[src/rtl/alu_pkg.sv]
// -----------------------------------------------------------------------------
// alu_pkg
//   Shared definitions for the sequential shifter:
//     - op-code constants for the three legal shift operations
//     - FSM state enum used by shift_seq_ctrl
//     - is_shift_op(): true when an op-code names a legal shift
// -----------------------------------------------------------------------------
package alu_pkg;

  localparam logic [3:0] OP_SLL = 4'b0100;  // logical left, zero fill from LSB
  localparam logic [3:0] OP_SRL = 4'b0101;  // logical right, zero fill from MSB
  localparam logic [3:0] OP_SRA = 4'b1001;  // arithmetic right, sign fill from MSB

  typedef enum logic [1:0] {
    ST_IDLE  = 2'd0,
    ST_SHIFT = 2'd1,
    ST_DONE  = 2'd2
  } state_t;

  function automatic logic is_shift_op(input logic [3:0] op);
    return (op == OP_SLL) || (op == OP_SRL) || (op == OP_SRA);
  endfunction

endpackage

[src/rtl/shift_step.sv]
// -----------------------------------------------------------------------------
// shift_step
//   Combinational one-bit shifter.
//   Ports:
//     i_value  [WIDTH-1:0]  value to shift
//     i_left                1 = shift left (zero into LSB), 0 = shift right
//     i_arith               right shifts only: 1 = copy MSB into MSB, 0 = zero
//     o_value  [WIDTH-1:0]  shifted value
// -----------------------------------------------------------------------------
module shift_step #(
  parameter int WIDTH = 32
) (
  input  logic [WIDTH-1:0] i_value,
  input  logic             i_left,
  input  logic             i_arith,
  output logic [WIDTH-1:0] o_value
);

  logic w_fill;

  // i_arith is ignored on left shifts; the vacated LSB is always zero.
  assign w_fill  = i_arith & i_value[WIDTH-1];
  assign o_value = i_left ? {i_value[WIDTH-2:0], 1'b0}
                          : {w_fill, i_value[WIDTH-1:1]};

endmodule

[src/rtl/shift_seq_ctrl.sv]
// -----------------------------------------------------------------------------
// shift_seq_ctrl
//   Sequential shifter: accepts one request, shifts the working register one
//   bit per clock for i_shamt clocks, then presents the result until taken.
//
//   Handshake semantics (both sides):
//     A transfer happens at a rising edge where valid && ready are both high.
//     Request side : i_valid / o_ready; o_ready is high only in IDLE, and a
//                    request with i_flush high is never taken.
//     Result side  : o_valid / i_ready; o_valid, o_result and o_illegal stay
//                    constant from the first o_valid cycle until the transfer.
//     i_flush overrides both sides: the FSM returns to IDLE and any pending
//     result is dropped.
//
//   Ports:
//     i_clk, i_rst_n        clock, synchronous active-low reset
//     i_valid, o_ready      request handshake
//     i_oper [3:0]          op-code (OP_SLL / OP_SRL / OP_SRA, else illegal)
//     i_operand [WIDTH-1:0] value to shift
//     i_shamt [SHW-1:0]     shift amount
//     i_flush               synchronous abort
//     o_valid, i_ready      result handshake
//     o_result [WIDTH-1:0]  shifted value (0 outside DONE)
//     o_illegal             op-code was not a shift (0 outside DONE)
//     o_busy                operation in progress (SHIFT or DONE)
// -----------------------------------------------------------------------------
module shift_seq_ctrl
  import alu_pkg::*;
#(
  parameter  int WIDTH = 32,
  localparam int SHW   = $clog2(WIDTH)
) (
  input  logic             i_clk,
  input  logic             i_rst_n,
  input  logic             i_valid,
  output logic             o_ready,
  input  logic [3:0]       i_oper,
  input  logic [WIDTH-1:0] i_operand,
  input  logic [SHW-1:0]   i_shamt,
  input  logic             i_flush,
  output logic             o_valid,
  input  logic             i_ready,
  output logic [WIDTH-1:0] o_result,
  output logic             o_illegal,
  output logic             o_busy
);

  state_t           r_state;
  logic [WIDTH-1:0] r_work;
  logic [SHW-1:0]   r_cnt;
  logic [3:0]       r_op;
  logic             r_illegal;

  state_t           w_state_next;
  logic [WIDTH-1:0] w_work_next;
  logic [SHW-1:0]   w_cnt_next;
  logic [3:0]       w_op_next;
  logic             w_illegal_next;
  logic [WIDTH-1:0] w_step;

  shift_step #(.WIDTH(WIDTH)) u_shift_step (
    .i_value (r_work),
    .i_left  (r_op == OP_SLL),
    .i_arith (r_op == OP_SRA),
    .o_value (w_step)
  );

  always_ff @(posedge i_clk) begin
    if (!i_rst_n) begin
      r_state   <= ST_IDLE;
      r_work    <= '0;
      r_cnt     <= '0;
      r_op      <= '0;
      r_illegal <= 1'b0;
    end else begin
      r_state   <= w_state_next;
      r_work    <= w_work_next;
      r_cnt     <= w_cnt_next;
      r_op      <= w_op_next;
      r_illegal <= w_illegal_next;
    end
  end

  always_comb begin
    w_state_next   = r_state;
    w_work_next    = r_work;
    w_cnt_next     = r_cnt;
    w_op_next      = r_op;
    w_illegal_next = r_illegal;

    case (r_state)
      ST_IDLE: begin
        if (i_valid && !i_flush) begin
          w_op_next = i_oper;
          if (!is_shift_op(i_oper)) begin
            w_state_next   = ST_DONE;
            w_work_next    = '0;
            w_cnt_next     = '0;
            w_illegal_next = 1'b1;
          end else if (i_shamt == '0) begin
            w_state_next   = ST_DONE;
            w_work_next    = i_operand;
            w_cnt_next     = '0;
            w_illegal_next = 1'b0;
          end else begin
            w_state_next   = ST_SHIFT;
            w_work_next    = i_operand;
            w_cnt_next     = i_shamt;
            w_illegal_next = 1'b0;
          end
        end
      end

      ST_SHIFT: begin
        if (i_flush) begin
          w_state_next   = ST_IDLE;
          w_work_next    = '0;
          w_cnt_next     = '0;
          w_illegal_next = 1'b0;
        end else begin
          w_work_next = w_step;
          // Saturate at zero so the counter can never wrap.
          if (r_cnt != '0) w_cnt_next = r_cnt - SHW'(1);
          if (r_cnt <= SHW'(1)) w_state_next = ST_DONE;
        end
      end

      ST_DONE: begin
        // Flush drops the result; otherwise leave only on the transfer.
        if (i_flush || i_ready) begin
          w_state_next   = ST_IDLE;
          w_work_next    = '0;
          w_cnt_next     = '0;
          w_illegal_next = 1'b0;
        end
      end

      default: begin
        w_state_next   = ST_IDLE;
        w_work_next    = '0;
        w_cnt_next     = '0;
        w_illegal_next = 1'b0;
      end
    endcase
  end

  assign o_ready   = (r_state == ST_IDLE);
  assign o_busy    = (r_state != ST_IDLE);
  assign o_valid   = (r_state == ST_DONE);
  assign o_result  = (r_state == ST_DONE) ? r_work : '0;
  assign o_illegal = (r_state == ST_DONE) ? r_illegal : 1'b0;

endmodule

[config.mk]
export PLATFORM = sky130hd
export DESIGN_NAME = shift_seq_ctrl
export DESIGN_NICKNAME = d
export VERILOG_FILES = /design/src/rtl/alu_pkg.sv /design/src/rtl/shift_step.sv /design/src/rtl/shift_seq_ctrl.sv
export SDC_FILE = /design/constraint.sdc
export NUM_CORES = 1
export LEC_CHECK = 0
export CORE_MARGIN = 3
export CORE_UTILIZATION = 48
export DETAILED_ROUTE_END_ITERATION = 6
export PLACE_DENSITY = 0.8
export SYNTH_ARGS = -nofsm -noshare
export SYNTH_HDL_FRONTEND = slang
export SYNTH_HIERARCHICAL = 1
export SYNTH_SLANG_ARGS = --single-unit
[constraint.sdc]
create_clock -name i_clk -period 2.6 [get_ports i_clk]
set_clock_uncertainty 0.2 [all_clocks]
set_input_delay 0.39 -clock i_clk [delete_from_list [all_inputs] [get_ports i_clk]]
set_output_delay 0.39 -clock i_clk [all_outputs]
set_load 0.02 [all_outputs]
---- Word-level counts from Yosys, hierarchy flattened ----
Index checks and enable logic that the tools add are counted.
word-level totals
  flip-flop bits (word level) ............. 44
  input port bits ......................... 46
  output and inout bits ................... 36
  word-level logic and storage cells ...... 61
cells by class
  add/subtract/negate cells ............... 1
  $lt $le $gt $ge ......................... 1
  equal/unequal tests ..................... 12
  muxes and demuxes ....................... 27
  bitwise operators ....................... 1
  reductions and logical operators ........ 14
operators with widths
  kind                 number
  $mux 32              6
  $pmux 32 s3          1
  $mux 5               6
  $pmux 5 s3           1
  $eq 4x3->1 const B   3
  $mux 2               6
  $reduce_and 3->1     3
  $eq 4x4->1 const B   2
  $ne 3x3->1 const B   2
  $pmux 2 s3           1
  $le 5x1->1 const B   1
  $logic_not 5->1      1
  $mux 1               5
  $reduce_bool 5->1    1
  $sub 5x1->5 const B  1
  $ne 2x1->1 const B   2
  $reduce_and 2->1     2
  $logic_or 1x1->1     3
  $pmux 1 s3           1
  $eq 2x1->1 const B   1
  $eq 2x2->1 const B   1
  $logic_not 2->1      1
  $ne 2x2->1 const B   1
  $reduce_bool 2->1    1
  other kinds (3)      3

---- Longest topological paths before layout ----
  depth in word-level cells ............... 6
  depth in mapped cells ................... 8
  depth with buffers taken out ............ 6

---- Cells and area by module ----
Netlist, hierarchy kept.
modules (own cells, without submodules)
  module          times used  cells each  area each (µm²)  sequential area each (µm²)
  shift_seq_ctrl  1           265         2344.7           880.8
  shift_step      1           38          524.3            0.0

---- Worst setup path after synthesis ----
Ideal clock, no wire load.
  path kind ............................... flip-flop to flip-flop
  start point ............................. register r_op[0]
  end point ............................... register r_work[3]
  library setup time ...................... 0.135 ns
  arrival time ............................ 1.618 ns
  required time ........................... 2.265 ns
  path slack .............................. 0.647 ns
  stages on the path, launching flop included .. 7
  path buffers ............................ 2
  period minus slack after synthesis ...... 1.953 ns
  cell sequence ........................... dfxtp_1 nor4b_1 buf_6 buf_12 mux2_4 a222oi_1 a211oi_1
between the ends
  longest elaborated chain between the ends .. 4
RTL lines
  what                    line                   source
  start, declared         shift_seq_ctrl.sv:51   logic [3:0] r_op;
  start signal, assigned  shift_seq_ctrl.sv:79   r_op <= w_op_next;
  $eq 4x3->1              shift_seq_ctrl.sv:63   .i_left (r_op == OP_SLL),
  $mux 32                 shift_step.sv:23       assign o_value = i_left ? {i_value[WIDTH-2:0], 1'b0}
  via w_step[3]           shift_seq_ctrl.sv:59   logic [WIDTH-1:0] w_step;
  $mux 32                 shift_seq_ctrl.sv:115  if (i_flush) begin
  $pmux 32 s3             shift_seq_ctrl.sv:91   case (r_state)
  end signal, assigned    shift_seq_ctrl.sv:77   r_work <= w_work_next;
  end, declared           shift_seq_ctrl.sv:49   logic [WIDTH-1:0] r_work;
The timed path passes the listed nets, and every way through them passes these cells.
A chain may end at the register's enable or synchronous reset.

---- Worst setup path in the final report ----
  start point ............................. register r_state[0]
  end point ............................... output port o_result[1]
between the ends
  longest elaborated chain between the ends .. 2
RTL lines
  what                    line                   source
  start, declared         shift_seq_ctrl.sv:48   state_t r_state;
  start signal, assigned  shift_seq_ctrl.sv:76   r_state <= w_state_next;
  $eq 2x2->1              shift_seq_ctrl.sv:150  assign o_result = (r_state == ST_DONE) ? r_work : '0;
  $mux 32                 shift_seq_ctrl.sv:150
  end, declared           shift_seq_ctrl.sv:43   output logic [WIDTH-1:0] o_result,
No other way between the ends.

==> results list <==
* DP Wirelength: ~5400 um
- Counting instances, the worst hold path has a depth of 2.
- Max Fclk: 0.405 GHz
* Wire length of the first global-routing pass: roughly 13000 um
* Combined global-route utilization of all metal layers: between 20% and 30%
- GPL Wtd Cong: ~0.84
* Via/cell ratio: 5.86
- Post-placement worst setup slack: slightly below 0.2 ns
- Die Area: a little under 7000 um^2
- Total wire length: approximately 7400 um
- Period utilisation layout: about 95%
- Setup repair after global routing left no endpoint under its margin.
- Static power due to leakage: 0.00142 uW
* DRC: 0
- In this run the post-CTS setup repair buffer count came out at 0.
- Root Driver: clkbuf_8
- CTS Sinks: between 40 and 50
* ANT nets after route: 0
* Overall overflow remaining after global route: 0
- Maximum VDD drop: around 0.00021 V
- Hold repair after CTS inserted 0 buffers.
- Worst slew margin relative to its limit: roughly 70%
* Critical path class: reg2out
- Input and output buffers added on the ports amount to 81.
- Setup violations remaining at the end of the flow were counted as 0.
* Final hold vios: 0
- In the post-route analysis, the smallest setup slack over all paths is roughly 0.13 ns.
- Critical path fanouts, max: 19
- Sequential area share after synthesis: a little under a third
- STA classifies the critical path endpoint as an output pin.
* Status: finished, final reports clean
- Number of global-route vias before repair: roughly 2.5k
* Chip height: around 83 um
- Floorplan die width: 83.3 um
- In this run the deepest clock path goes through 2 buffers.
- Clock Latency Late Sink: 0.30 ns
- The count of cells in the finished layout, fillers not included, comes to around 450.
* Post-Syn Instances: 303
* Setup Total Neg Slack: 0 ns
* Post-layout nets: ~420
- For this run, the slowest stage of the critical path takes 0.61 ns.
- Cells after DPL: about 440
- The number of pins with negative max-slew slack in the final report is 0.
- Area of combinational cells with multiple inputs: between 1500 and 2000 um^2
- Maximum level of the CTS H-tree: 2
* Syn avg cell area: around 9.5 um^2
- The initialized floorplan defines 27 standard-cell rows.
- In the final layout, flip-flops and latches occupy between 800 and 900 um^2.
- Number of enable flip-flop cells after synthesis: 0
- Number of buffers inserted during clock tree synthesis: 5
* Share of cells above drive strength 1: 16.4%
- Summed area of non-filler cells in the final layout: 3770 um^2
* Slew of the pin with the lowest slew margin: about 0.46 ns
- In this run the cell area of the synthesized design comes to 2870 um^2.
- Maximum number of pins on one net before global-route repair: 39
- CORE AREA: roughly 5600 um^2
* Number of vias after detailed routing: ~2.6k
* Detailed Route Iter0 Violations: approximately 210
* Sequence of cells on the critical path: nor2b_2, buf_4, and2_1, clkdlybuf4s50_1
* TritonCTS clock tree: built
- Post-cts resize count: 0
- CTS clk-pin slew, worst paths: roughly 0.08 ns
* Antenna violations before repair: 0
- The path class of the tightest hold or removal check is reg2reg.
- Net count after synthesis: 351
- The slowest stage of the critical path belongs to the cell clkdlybuf4s50_1.
- Iteration count of the initial detailed-routing pass: 4
- Setup slack on the worst flop-to-flop path: 0.50 ns
- The share of total power dissipated in the clock network is 29.7%.
* Commonest register cell after synthesis: dfxtp_1
* Number of library cell types mapped by synthesis: between 40 and 50
- The tool flagged a number of max-cap violations equal to 0.
- # diodes: 0
- Seq pwr share: approximately 44%
- Number of register bits inferred by synthesis: 44
* Warnings, synthesis: 6
* Switching power summed over all nets: ~500 uW
- Summing all placed instances gives a cell area of around 3700 um^2.
- Initial Utilization: between 50% and 60%
* Cell Int Power: 1260 uW
- After detailed routing, the average wire length per cell comes to about 17 um.
- The worst path needs 2.47 ns of the cycle, external delays included.
- Combinational Power Share: a little over a quarter
- Relative to the synthesized area, the layout overhead comes to 31.6%.
* Required time of the critical path: between 2 and 2.5 ns
- Total of fill cells in the finished design: about 450
- Total power divided by cell area: between 400 and 500 nW/um^2
* Number of cells on the worst reg-to-reg path: 5
- Pin placement for this block handled between 80 and 90 I/O pins.
- For the worst setup path, the data arrival time is about 1.9 ns.
* Share of flip-flops with an asynchronous set or reset: 0%
- Switching power as a share of total power: around 28%
* Crit path launch type: flip-flop
[state kept, by name, summed over array words and instances, names as in the netlist]
register and flops:
r_state 2, r_op 4, r_cnt 5, r_illegal 1, r_work 32
[routing by layer]
metal | up-vias | routed length, um | global-route usage (%)
met5 | - | 0 | 0
met4 | 0 | 63 | 5.05
met3 | 7 | 387 | 4.56
met2 | 80 | 3600 | 35.0
met1 | 1284 | 3390 | 29.1
li1 | 1261 | - | -
[placed cells by master (no fill, tap or decap), types with 2 or more instances in the layout]
cell              n
a211oi_1          2
a21o_1            3
a21oi_1           4
a221oi_1         29
a222oi_1          2
a22o_1            6
a32o_1            3
and2_1           33
buf_12            2
buf_4            10
clkbuf_8          5
clkdlybuf4s50_1  81
dfxtp_1          44
ha_1              2
inv_1             4
mux2_2            3
mux2_4           27
mux2i_1           4
nand2_1           7
nor2_1           39
nor3_1           32
nor3b_1           2
o21ai_0           4
o2bb2ai_1         2
or3_1             2
xor2_1            2
[per-stage QoR]
step / util [%] / hold slack, ns / power, uW
2_1_floorplan: - / 0.245 / 1100
3_3_place_gp: 64.9 / 0.257 / 1240
3_5_place_dp: 64.9 / 0.263 / 1260
4_1_cts: 66.9 / 0.272 / 1770
5_1_grt: 66.9 / 0.321 / 1850
6_report: 66.9 / 0.269 / 1760
[path summary, 6_finish.rpt]
kind / endpoint / startpoint
worst max-delay path: o_result[1] / r_state[0]
worst min register to register: r_illegal / r_illegal
worst max register to register: r_work[4] / r_op[0]
worst min-delay path: r_illegal / r_illegal
[power by group through the flow]
stage                     registers, uW  logic, uW  clock network, uW
after global placement              793        449                  0
after global routing                789        501                561
after CTS                           779        462                532
after detailed placement            795        460                  0
final                               780        460                523
after floorplan                     776        326                  0
[cells in the mapped netlist, types with 2 or more instances]
| library cell | count | share of area [%] |
|---|---|---|
| a211oi_1 | 2 | 0.52 |
| a21o_1 | 3 | 0.78 |
| a21oi_1 | 4 | 0.70 |
| a221oi_1 | 29 | 8.9 |
| a222oi_1 | 2 | 0.70 |
| a22o_1 | 6 | 1.8 |
| a32o_1 | 3 | 1.0 |
| and2_1 | 33 | 7.2 |
| buf_12 | 2 | 1.4 |
| buf_2 | 7 | 1.2 |
| buf_4 | 2 | 0.52 |
| buf_6 | 10 | 3.9 |
| clkbuf_1 | 5 | 0.65 |
| dfxtp_1 | 44 | 31 |
| ha_1 | 2 | 0.87 |
| inv_1 | 4 | 0.52 |
| mux2_2 | 3 | 1.2 |
| mux2_4 | 27 | 14 |
| mux2i_1 | 4 | 1.4 |
| nand2_1 | 7 | 0.92 |
| nor2_1 | 39 | 5.1 |
| nor2b_1 | 2 | 0.44 |
| nor3_1 | 32 | 5.6 |
| nor3b_1 | 2 | 0.52 |
| nor3b_2 | 2 | 0.87 |
| o21ai_0 | 4 | 0.70 |
| o2bb2ai_1 | 2 | 0.61 |
| or3_1 | 2 | 0.44 |
| xor2_1 | 2 | 0.61 |
[critical path, delay by kind of cell, from the launching register on]
family | cells | cell delay (ns)
buf+inv | 2 | 0.82
flops | 1 | 0.41
simple gates | 2 | 0.34
[kinds of logic after synthesis]
| group | after synthesis | synth area share, % |
|---|---|---|
| buf+inv | 32 | 8.98 |
| xor+xnor | 2 | 0.611 |
| flops | 44 | 30.7 |
| mux | 34 | 16.7 |
| compound gates | 61 | 18.0 |
| simple gates | 128 | 24.2 |
| fa+ha+maj | 2 | 0.872 |
[area by class of cell]
class                      count  share of cell area, %
multi-input combinational    227                   46.2
timing repair buffer          93                   24.5
sequential                    44                   23.3
tap                           72                   2.39
clock buffer                   5                   1.82
clock inverter                 3                   1.13
inverter                       5                  0.563
Note: power is estimated with default switching activity, not from simulation.
